--- config.mk ---
export PLATFORM = sky130hd
export DESIGN_NAME = cpu_run_ctrl_flat
export DESIGN_NICKNAME = d
export VERILOG_FILES = /design/src/rtl/cpu_run_ctrl_if.sv /design/src/rtl/cpu_run_ctrl.sv /design/src/flat_wrapper.sv
export SDC_FILE = /design/constraint.sdc
export NUM_CORES = 1
export LEC_CHECK = 0
export CAP_MARGIN = 10
export CORE_MARGIN = 2
export CORE_UTILIZATION = 27
export DETAILED_ROUTE_END_ITERATION = 8
export MAX_ROUTING_LAYER = met4
export PLACE_DENSITY_LB_ADDON = 0.08
export SLEW_MARGIN = 10
export SYNTH_ARGS = -nofsm -noshare
export SYNTH_HDL_FRONTEND = slang
export SYNTH_SLANG_ARGS = --single-unit
--- constraint.sdc ---
create_clock -name clk -period 3.45 [get_ports clk]
set_input_delay 0.69 -clock clk [delete_from_list [all_inputs] [get_ports clk]]
set_output_delay 0.69 -clock clk [all_outputs]
set_load 0.01 [all_outputs]
--- src/rtl/cpu_run_ctrl_if.sv ---
// rtl/cpu_run_ctrl_if.sv - core-side monitor bus between an RV32I core and its run controller
interface cpu_run_ctrl_if #(
    parameter int XLEN = 32
);
    logic            dmem_we;
    logic [XLEN-1:0] dmem_addr;
    logic [XLEN-1:0] dmem_wdata;
    logic            instr_retire;
    logic [XLEN-1:0] pc;
    logic            cpu_reset;

    modport master (
        output dmem_we, dmem_addr, dmem_wdata, instr_retire, pc,
        input  cpu_reset
    );

    modport slave (
        input  dmem_we, dmem_addr, dmem_wdata, instr_retire, pc,
        output cpu_reset
    );
endinterface

--- src/rtl/cpu_run_ctrl.sv ---
// rtl/cpu_run_ctrl.sv - core reset sequencer with cycle/retire counters and tohost/timeout/hang stop
module cpu_run_ctrl #(
    parameter int              XLEN         = 32,
    parameter int              CNT_W        = 32,
    parameter int              RESET_CYCLES = 4,
    parameter int              MAX_CYCLES   = 1000,
    parameter int              HANG_CYCLES  = 64,
    parameter logic [XLEN-1:0] TOHOST_ADDR  = 32'h0000_0FFC
) (
    input  logic              clk,
    input  logic              reset,
    cpu_run_ctrl_if.slave     core,
    output logic              running,
    output logic              done,
    output logic [2:0]        status,
    output logic [XLEN-2:0]   fail_code,
    output logic [CNT_W-1:0]  cycle_count,
    output logic [CNT_W-1:0]  retire_count
);
    localparam int RST_W = $clog2(RESET_CYCLES + 1);

    // Encoding matches the status output so status is the state register itself.
    typedef enum logic [2:0] {
        ST_RST     = 3'd0,
        ST_RUN     = 3'd1,
        ST_PASS    = 3'd2,
        ST_FAIL    = 3'd3,
        ST_TIMEOUT = 3'd4,
        ST_HUNG    = 3'd5
    } state_t;

    state_t            state, state_nx;
    logic [RST_W-1:0]  rst_cnt, rst_cnt_nx;
    logic [CNT_W-1:0]  cyc_nx, ret_nx, hang_cnt, hang_nx;
    logic [XLEN-1:0]   last_pc, last_pc_nx;
    logic [XLEN-2:0]   fail_nx;
    logic              cpu_reset_q;
    logic              tohost;

    function automatic logic [CNT_W-1:0] sat_inc(input logic [CNT_W-1:0] v);
        return (&v) ? v : v + CNT_W'(1);
    endfunction

    assign status         = state;
    assign core.cpu_reset = cpu_reset_q;
    assign tohost         = core.dmem_we && (core.dmem_addr == TOHOST_ADDR);

    always_comb begin
        state_nx   = state;
        rst_cnt_nx = rst_cnt;
        cyc_nx     = cycle_count;
        ret_nx     = retire_count;
        hang_nx    = hang_cnt;
        last_pc_nx = last_pc;
        fail_nx    = fail_code;
        case (state)
            ST_RST: begin
                rst_cnt_nx = rst_cnt + RST_W'(1);
                if (rst_cnt == RST_W'(RESET_CYCLES - 1))
                    state_nx = ST_RUN;
            end
            ST_RUN: begin
                cyc_nx     = sat_inc(cycle_count);
                ret_nx     = core.instr_retire ? sat_inc(retire_count) : retire_count;
                hang_nx    = (core.pc == last_pc) ? sat_inc(hang_cnt) : '0;
                last_pc_nx = core.pc;
                // Terminating cycle still commits its counter updates; tohost wins ties.
                if (tohost && core.dmem_wdata == XLEN'(1)) begin
                    state_nx = ST_PASS;
                end else if (tohost && core.dmem_wdata != '0) begin
                    state_nx = ST_FAIL;
                    fail_nx  = core.dmem_wdata[XLEN-1:1];
                end else if (MAX_CYCLES != 0 && cyc_nx == CNT_W'(MAX_CYCLES)) begin
                    state_nx = ST_TIMEOUT;
                end else if (HANG_CYCLES != 0 && hang_nx == CNT_W'(HANG_CYCLES)) begin
                    state_nx = ST_HUNG;
                end
            end
            default: ;
        endcase
    end

    always_ff @(posedge clk or negedge reset) begin
        if (!reset) begin
            state        <= ST_RST;
            rst_cnt      <= '0;
            cycle_count  <= '0;
            retire_count <= '0;
            hang_cnt     <= '0;
            last_pc      <= '0;
            fail_code    <= '0;
            cpu_reset_q  <= 1'b1;
            running      <= 1'b0;
            done         <= 1'b0;
        end else begin
            state        <= state_nx;
            rst_cnt      <= rst_cnt_nx;
            cycle_count  <= cyc_nx;
            retire_count <= ret_nx;
            hang_cnt     <= hang_nx;
            last_pc      <= last_pc_nx;
            fail_code    <= fail_nx;
            cpu_reset_q  <= (state_nx != ST_RUN);
            running      <= (state_nx == ST_RUN);
            done         <= (state_nx != ST_RST) && (state_nx != ST_RUN);
        end
    end
endmodule
--- src/flat_wrapper.sv ---
// flat-port wrapper written by rule: the top's interface ports become plain ports
module cpu_run_ctrl_flat 
#(
    parameter int              XLEN         = 32,
    parameter int              CNT_W        = 32,
    parameter int              RESET_CYCLES = 4,
    parameter int              MAX_CYCLES   = 1000,
    parameter int              HANG_CYCLES  = 64,
    parameter logic [XLEN-1:0] TOHOST_ADDR  = 32'h0000_0FFC
)
  (clk, reset, running, done, status, fail_code, cycle_count, retire_count, core_dmem_we, core_dmem_addr, core_dmem_wdata, core_instr_retire, core_pc, core_cpu_reset);
  cpu_run_ctrl_if #(.XLEN(XLEN)) core_i ();
  input  logic clk;
  input  logic reset;
  output logic running;
  output logic done;
  output logic [2:0] status;
  output logic [XLEN-2:0] fail_code;
  output logic [CNT_W-1:0] cycle_count;
  output logic [CNT_W-1:0] retire_count;
  input wire logic [$bits(core_i.dmem_we)-1:0] core_dmem_we;
  input wire logic [$bits(core_i.dmem_addr)-1:0] core_dmem_addr;
  input wire logic [$bits(core_i.dmem_wdata)-1:0] core_dmem_wdata;
  input wire logic [$bits(core_i.instr_retire)-1:0] core_instr_retire;
  input wire logic [$bits(core_i.pc)-1:0] core_pc;
  output wire logic [$bits(core_i.cpu_reset)-1:0] core_cpu_reset;
  assign core_i.dmem_we = core_dmem_we;
  assign core_i.dmem_addr = core_dmem_addr;
  assign core_i.dmem_wdata = core_dmem_wdata;
  assign core_i.instr_retire = core_instr_retire;
  assign core_i.pc = core_pc;
  assign core_cpu_reset = core_i.cpu_reset;
  cpu_run_ctrl #(.XLEN(XLEN), .CNT_W(CNT_W), .RESET_CYCLES(RESET_CYCLES), .MAX_CYCLES(MAX_CYCLES), .HANG_CYCLES(HANG_CYCLES), .TOHOST_ADDR(TOHOST_ADDR)) u_core (.clk(clk), .reset(reset), .core(core_i), .running(running), .done(done), .status(status), .fail_code(fail_code), .cycle_count(cycle_count), .retire_count(retire_count));
endmodule
======== Yosys cells after proc, flatten, opt, wreduce, memory -nomap -nowiden ========
Index checks and enable logic that the tools add are counted.
cells by class
  add/subtract/negate cells ............... 4
  eq/ne operators ......................... 9
  muxes and demuxes ....................... 9
  bitwise operators ....................... 2
  reductions and logical operators ........ 12
operators by type and width
  cell                                             count
  adder 32 x 1 -> 32 bit, second input constant    3
  two-way mux 32 bit                               3
  AND reduction 32 bit                             3
  == test 32 x 1 -> 1 bit, second input constant   1
  == test 32 x 10 -> 1 bit, second input constant  1
  == test 32 x 12 -> 1 bit, second input constant  1
  == test 32 bit                                   1
  == test 32 x 7 -> 1 bit, second input constant   1
  nonzero test 32 bit                              1
  two-way mux 3 bit                                5
  == test 3 x 1 -> 1 bit, second input constant    2
  case mux 3 bit (2 select lines)                  1
  AND reduction 3 bit                              2
  logical AND 1 bit                                4
  adder 3 x 1 -> 3 bit, second input constant      1
  == test 3 x 2 -> 1 bit, second input constant    1
  logical NOT 3 bit                                1
  != test 3 x 1 -> 1 bit, second input constant    1
  nonzero test 3 bit                               1
  NOT 1 bit                                        2
word-level totals
  register bits after elaboration ......... 168
  input bits .............................. 100
  output and inout port bits .............. 101
  word-level logic and storage cells ...... 46

======== Depth between registers and ports, before layout ========
  depth in word-level cells ............... 11
  gate-level depth with buffers ........... 11
  mapped depth without buffers ............ 9

======== Worst setup path before layout ========
No wires, ideal clock.
  path kind ............................... input -> register
  start ................................... input port core_dmem_addr[1]
  end ..................................... register u_core.fail_code[0]
  setup time .............................. 0.125 ns
  data arrival time ....................... 2.782 ns
  data required time ...................... 3.325 ns
  slack ................................... 0.543 ns
  stages .................................. 6
  cell sequence ........................... or4b_2 > nor4_1 > nand4_1 > nor3_1 > clkbuf_1 > mux2_2
between the ends
  word-level cells in the longest chain between the ends .. 5
  elaborated cells on any way between the ends .. 6
RTL lines
  element                            line                 RTL
  start, declared                    flat_wrapper.sv:22   input wire logic [$bits(core_i.dmem_addr)-1:0] core_dmem_addr;
  == test 32 x 12 -> 1 bit (*)       cpu_run_ctrl.sv:46   assign tohost = core.dmem_we && (core.dmem_addr == TOHOST_ADDR);
  logical AND 1 bit (*)              cpu_run_ctrl.sv:46
  logical AND 1 bit                  cpu_run_ctrl.sv:68   if (tohost && core.dmem_wdata == XLEN'(1)) begin
  NOT 1 bit (no line)                --
  AND reduction 3 bit (no line) (*)  --
  end signal, assigned               cpu_run_ctrl.sv:102  fail_code <= fail_nx;
  end, declared                      cpu_run_ctrl.sv:16   output logic [XLEN-2:0] fail_code,
Every way passes the cells marked *; elsewhere a longest branch is shown, timed or not.
A chain may end at the register's enable or synchronous reset.

======== Worst setup path in the final report ========
  start ................................... register u_core.hang_cnt[1]
  end ..................................... register u_core.running
between the ends
  word-level cells in the longest chain between the ends .. 10
  elaborated cells on any way between the ends .. 11
RTL lines
  element                                                         line                 RTL
  start, declared                                                 cpu_run_ctrl.sv:34   logic [CNT_W-1:0] cyc_nx, ret_nx, hang_cnt, hang_nx;
  start signal, assigned                                          cpu_run_ctrl.sv:100  hang_cnt <= hang_nx;
  adder 32 x 1 -> 32 bit or AND reduction 32 bit (tied branches)  cpu_run_ctrl.sv:41   return (&v) ? v : v + CNT_W'(1);
  two-way mux 32 bit (*)                                          cpu_run_ctrl.sv:41
  two-way mux 32 bit (*)                                          cpu_run_ctrl.sv:65   hang_nx = (core.pc == last_pc) ? sat_inc(hang_cnt) : '0;
  == test 32 x 7 -> 1 bit (*)                                     cpu_run_ctrl.sv:75   end else if (HANG_CYCLES != 0 && hang_nx == CNT_W'(HANG_CYCLES)) begin
  two-way mux 3 bit (*)                                           cpu_run_ctrl.sv:75
  two-way mux 3 bit (*)                                           cpu_run_ctrl.sv:73   end else if (MAX_CYCLES != 0 && cyc_nx == CNT_W'(MAX_CYCLES)) begin
  two-way mux 3 bit (*)                                           cpu_run_ctrl.sv:70   end else if (tohost && core.dmem_wdata != '0) begin
  two-way mux 3 bit (*)                                           cpu_run_ctrl.sv:68
  case mux 3 bit (2 select lines) (*)                             cpu_run_ctrl.sv:56   case (state)
  == test 3 x 1 -> 1 bit (*)                                      cpu_run_ctrl.sv:104  running <= (state_nx == ST_RUN);
  end signal, assigned                                            cpu_run_ctrl.sv:104
  end, declared                                                   cpu_run_ctrl.sv:13   output logic running,
Marked as above.

==> impl_metrics.tcl <==
set metrics [dict create \
    die_h_um 189 \
    ys_seq_area_frac 0.454 \
    clk_pin_slew_worst_paths_ps 70 \
    yosysUniqueCellTypes 78 \
    finalMaxSlewViolations 0 \
    p_leak_nw 5.21 \
    irDropWorstVdd_uv 317 \
    cts.path.max_buffers 2 \
    dpl.hpwl_mm 21.2 \
    r2r-start "u_core.hang_cnt[1]" \
    period_minus_slack_ps 3240 \
    cp-startpoint "u_core.hang_cnt[1]" \
    antenna_cells 0 \
    setup_violations 0 \
    cts.repair.resized 0 \
    cts_buffers 17 \
    synth-edff-count 0 \
    fin_util 0.375 \
    cts_tree "yes" \
    grt_pass1_wl_mm 46.8 \
    cts-root-buf "clkbuf_16" \
    die_x_um 189 \
    clk_latency_ps 450 \
    worstPathArrival_ps 3570 \
    coreArea_mm2 0.0336 \
    relSlewSlack 0.474 \
    postRouteWirelength_mm 28.8 \
    endpoint_kind "flip-flop" \
    min_period_over_period 0.940 \
    via_per_inst 4.91 \
    worstSetupStartpointType "flip-flop" \
    syn_area_mm2 0.00926 \
    drt_iter0_drc 412 \
    grt_max_degree 77 \
    synth_warnings 0 \
    outcome "completed" \
    h-tree-depth 4 \
    rsz0062_at_grt "no" \
    hp-class "in2async" \
    layout_commonest_cell "clkdlybuf4s50_1" \
    floorplan.initialDensity 0.275 \
    layout_common_cells "199 x clkdlybuf4s50_1, 170 x nand2_1, 167 x dfrtp_1" \
    setup_tns_ps 0 \
    hold_viol 0 \
    first_pass_iters 5 \
    wl_per_cell_um 17.3 \
    drtAntennaViolNets 0 \
    num-nets-final 1310 \
    drive_above_1_share 0.120 \
    cp_max_fo 8 \
    fmax_mhz 308 \
    rows 67 \
    crit_type "reg2reg" \
    synth_nets 1089 \
    drc 0 \
    clkSinkCount 168 \
    ys_ff_latch 168 \
    tightest_slew_ps 790 \
    io_buffers 200 \
    ctsHoldBuffers 0 \
    power.density_mw_per_mm2 351 \
    vias 8188 \
    avgSynthCellArea_um2 9.41 \
    routabilityCongestion 0.818 \
    async_reset_ff_frac 1.00 \
    cts_setup_buffers 0 \
    dieArea_mm2 0.0358 \
    cap_violations 0 \
    grt_pass1_vias 8348 \
    dp.cells 1634 \
    cp.required_ps 3770 \
    grt_usage 0.170 \
    synth_top_flop_cell "dfrtp_1" \
    synthCells 984 \
    fin_skew_ps 9.90 \
    ios 201 \
    final_cells 1666 \
    grt.overflow.total 0 \
    syn_to_final_growth_pct 36.1 \
    antenna_found_initial 0 \
]
[registers in the layout, summed over array words and instances, names as in the netlist]
register	count
u_core.running	1
u_core.fail_code	31
u_core.done	1
u_core.hang_cnt	32
u_core.cycle_count	32
u_core.retire_count	32
u_core.status	3
u_core.rst_cnt	3
u_core.last_pc	32
u_core.core.cpu_reset	1
[power by group]
part | total, mW | internal, mW | switching [mW]
Clock | 1.91 | 1.04 | 0.867
Combinational | 0.417 | 0.243 | 0.174
Sequential | 2.10 | 2.03 | 0.0686
[per-layer routing]
metal | track usage | up-vias | wire length, um
met5 | - | - | 0
met4 | 0.0448 | 0 | 257
met3 | 0.0404 | 13 | 1760
met2 | 0.258 | 208 | 12900
met1 | 0.226 | 3983 | 13900
li1 | - | 3984 | -
[kinds of logic (layout without fill, tap and decap cells)]
logic type | after synthesis | count (layout) | share of synthesized area
AND/OR/NAND/NOR | 459 | 459 | 0.254
XOR/XNOR | 109 | 109 | 0.103
buffers and inverters | 64 | 298 | 0.0308
multiplexers | 42 | 42 | 0.0504
adder cells (fa/ha/maj) | 5 | 5 | 0.00676
flip-flops | 168 | 168 | 0.454
AO/OA/AOI/OAI | 137 | 137 | 0.101
[critical path: stages, from the launching register on]
cell	delay, ps
dfrtp_1	430
ha_1	280
and3_2	230
nand3_2	210
or4_4	630
o21ai_1	120
nor4b_2	260
a41oi_1	220
or4_4	600
nor4bb_1	140
[layout make-up]
| class | count | area [um2] |
|---|---|---|
| Clock buffer | 20 | 457 |
| Clock inverter | 12 | 118 |
| Fill cell | 3407 | 21000 |
| Inverter | 14 | 52.6 |
| Multi-Input combinational cell | 752 | 4780 |
| Sequential cell | 168 | 4210 |
| Tap cell | 448 | 561 |
| Timing Repair Buffer | 252 | 2430 |
[final timing paths]
kind                       slack [ps]  cells past startpoint                      end
max                               210                      9           u_core.running
min                               280                      1      u_core.fail_code[6]
max reg2reg                       210                      9           u_core.running
min reg2reg                       480                      1        u_core.rst_cnt[0]
max in group asynchronous        2280                      2  u_core.retire_count[24]
min in group clk                  480                      1        u_core.rst_cnt[0]
[metrics by stage]
step / hold WS, ps / setup WS (ps) / instance area [um2] / total power [mW]
after floorplan: 394 / 543 / 9260 / 2.26
after global placement: 470 / -104 / 12000 / 2.56
after detailed placement: 471 / -108 / 12000 / 2.56
after CTS: 317 / 208 / 12600 / 4.51
after global routing: 346 / 54.5 / 12600 / 4.63
final: 283 / 208 / 12600 / 4.42
[synthesized netlist by cell type, types with 3 or more instances]
| library cell | n | area [um2] |
|---|---|---|
| nand4_1 | 48 | 300 |
| o211ai_1 | 4 | 30.0 |
| nor2b_1 | 5 | 31.3 |
| nor2_1 | 52 | 195 |
| o31ai_1 | 14 | 105 |
| clkbuf_1 | 35 | 131 |
| a31oi_1 | 11 | 68.8 |
| inv_1 | 14 | 52.6 |
| buf_2 | 5 | 25.0 |
| ha_1 | 5 | 62.6 |
| buf_1 | 3 | 11.3 |
| nand3_1 | 52 | 260 |
| a21oi_1 | 23 | 115 |
| a41oi_1 | 4 | 35.0 |
| xnor2_1 | 80 | 701 |
| nor3_1 | 33 | 165 |
| dfrtp_1 | 167 | 4180 |
| nand4b_1 | 6 | 52.6 |
| and2_1 | 8 | 50.1 |
| nand3b_1 | 3 | 22.5 |
| a211oi_1 | 7 | 52.6 |
| and4_1 | 12 | 105 |
| nand2b_1 | 4 | 25.0 |
| xor2_1 | 29 | 254 |
| mux2i_1 | 5 | 50.1 |
| buf_6 | 4 | 45.0 |
| a22o_1 | 4 | 35.0 |
| and4_2 | 3 | 30.0 |
| mux2_2 | 37 | 417 |
| and3_1 | 15 | 93.8 |
| nor4_1 | 19 | 119 |
| or4_1 | 5 | 37.5 |
| o21ai_0 | 38 | 190 |
| nand2_1 | 171 | 642 |
| o311ai_0 | 3 | 26.3 |
No activity file was read; power rests on OpenSTA's default activity.
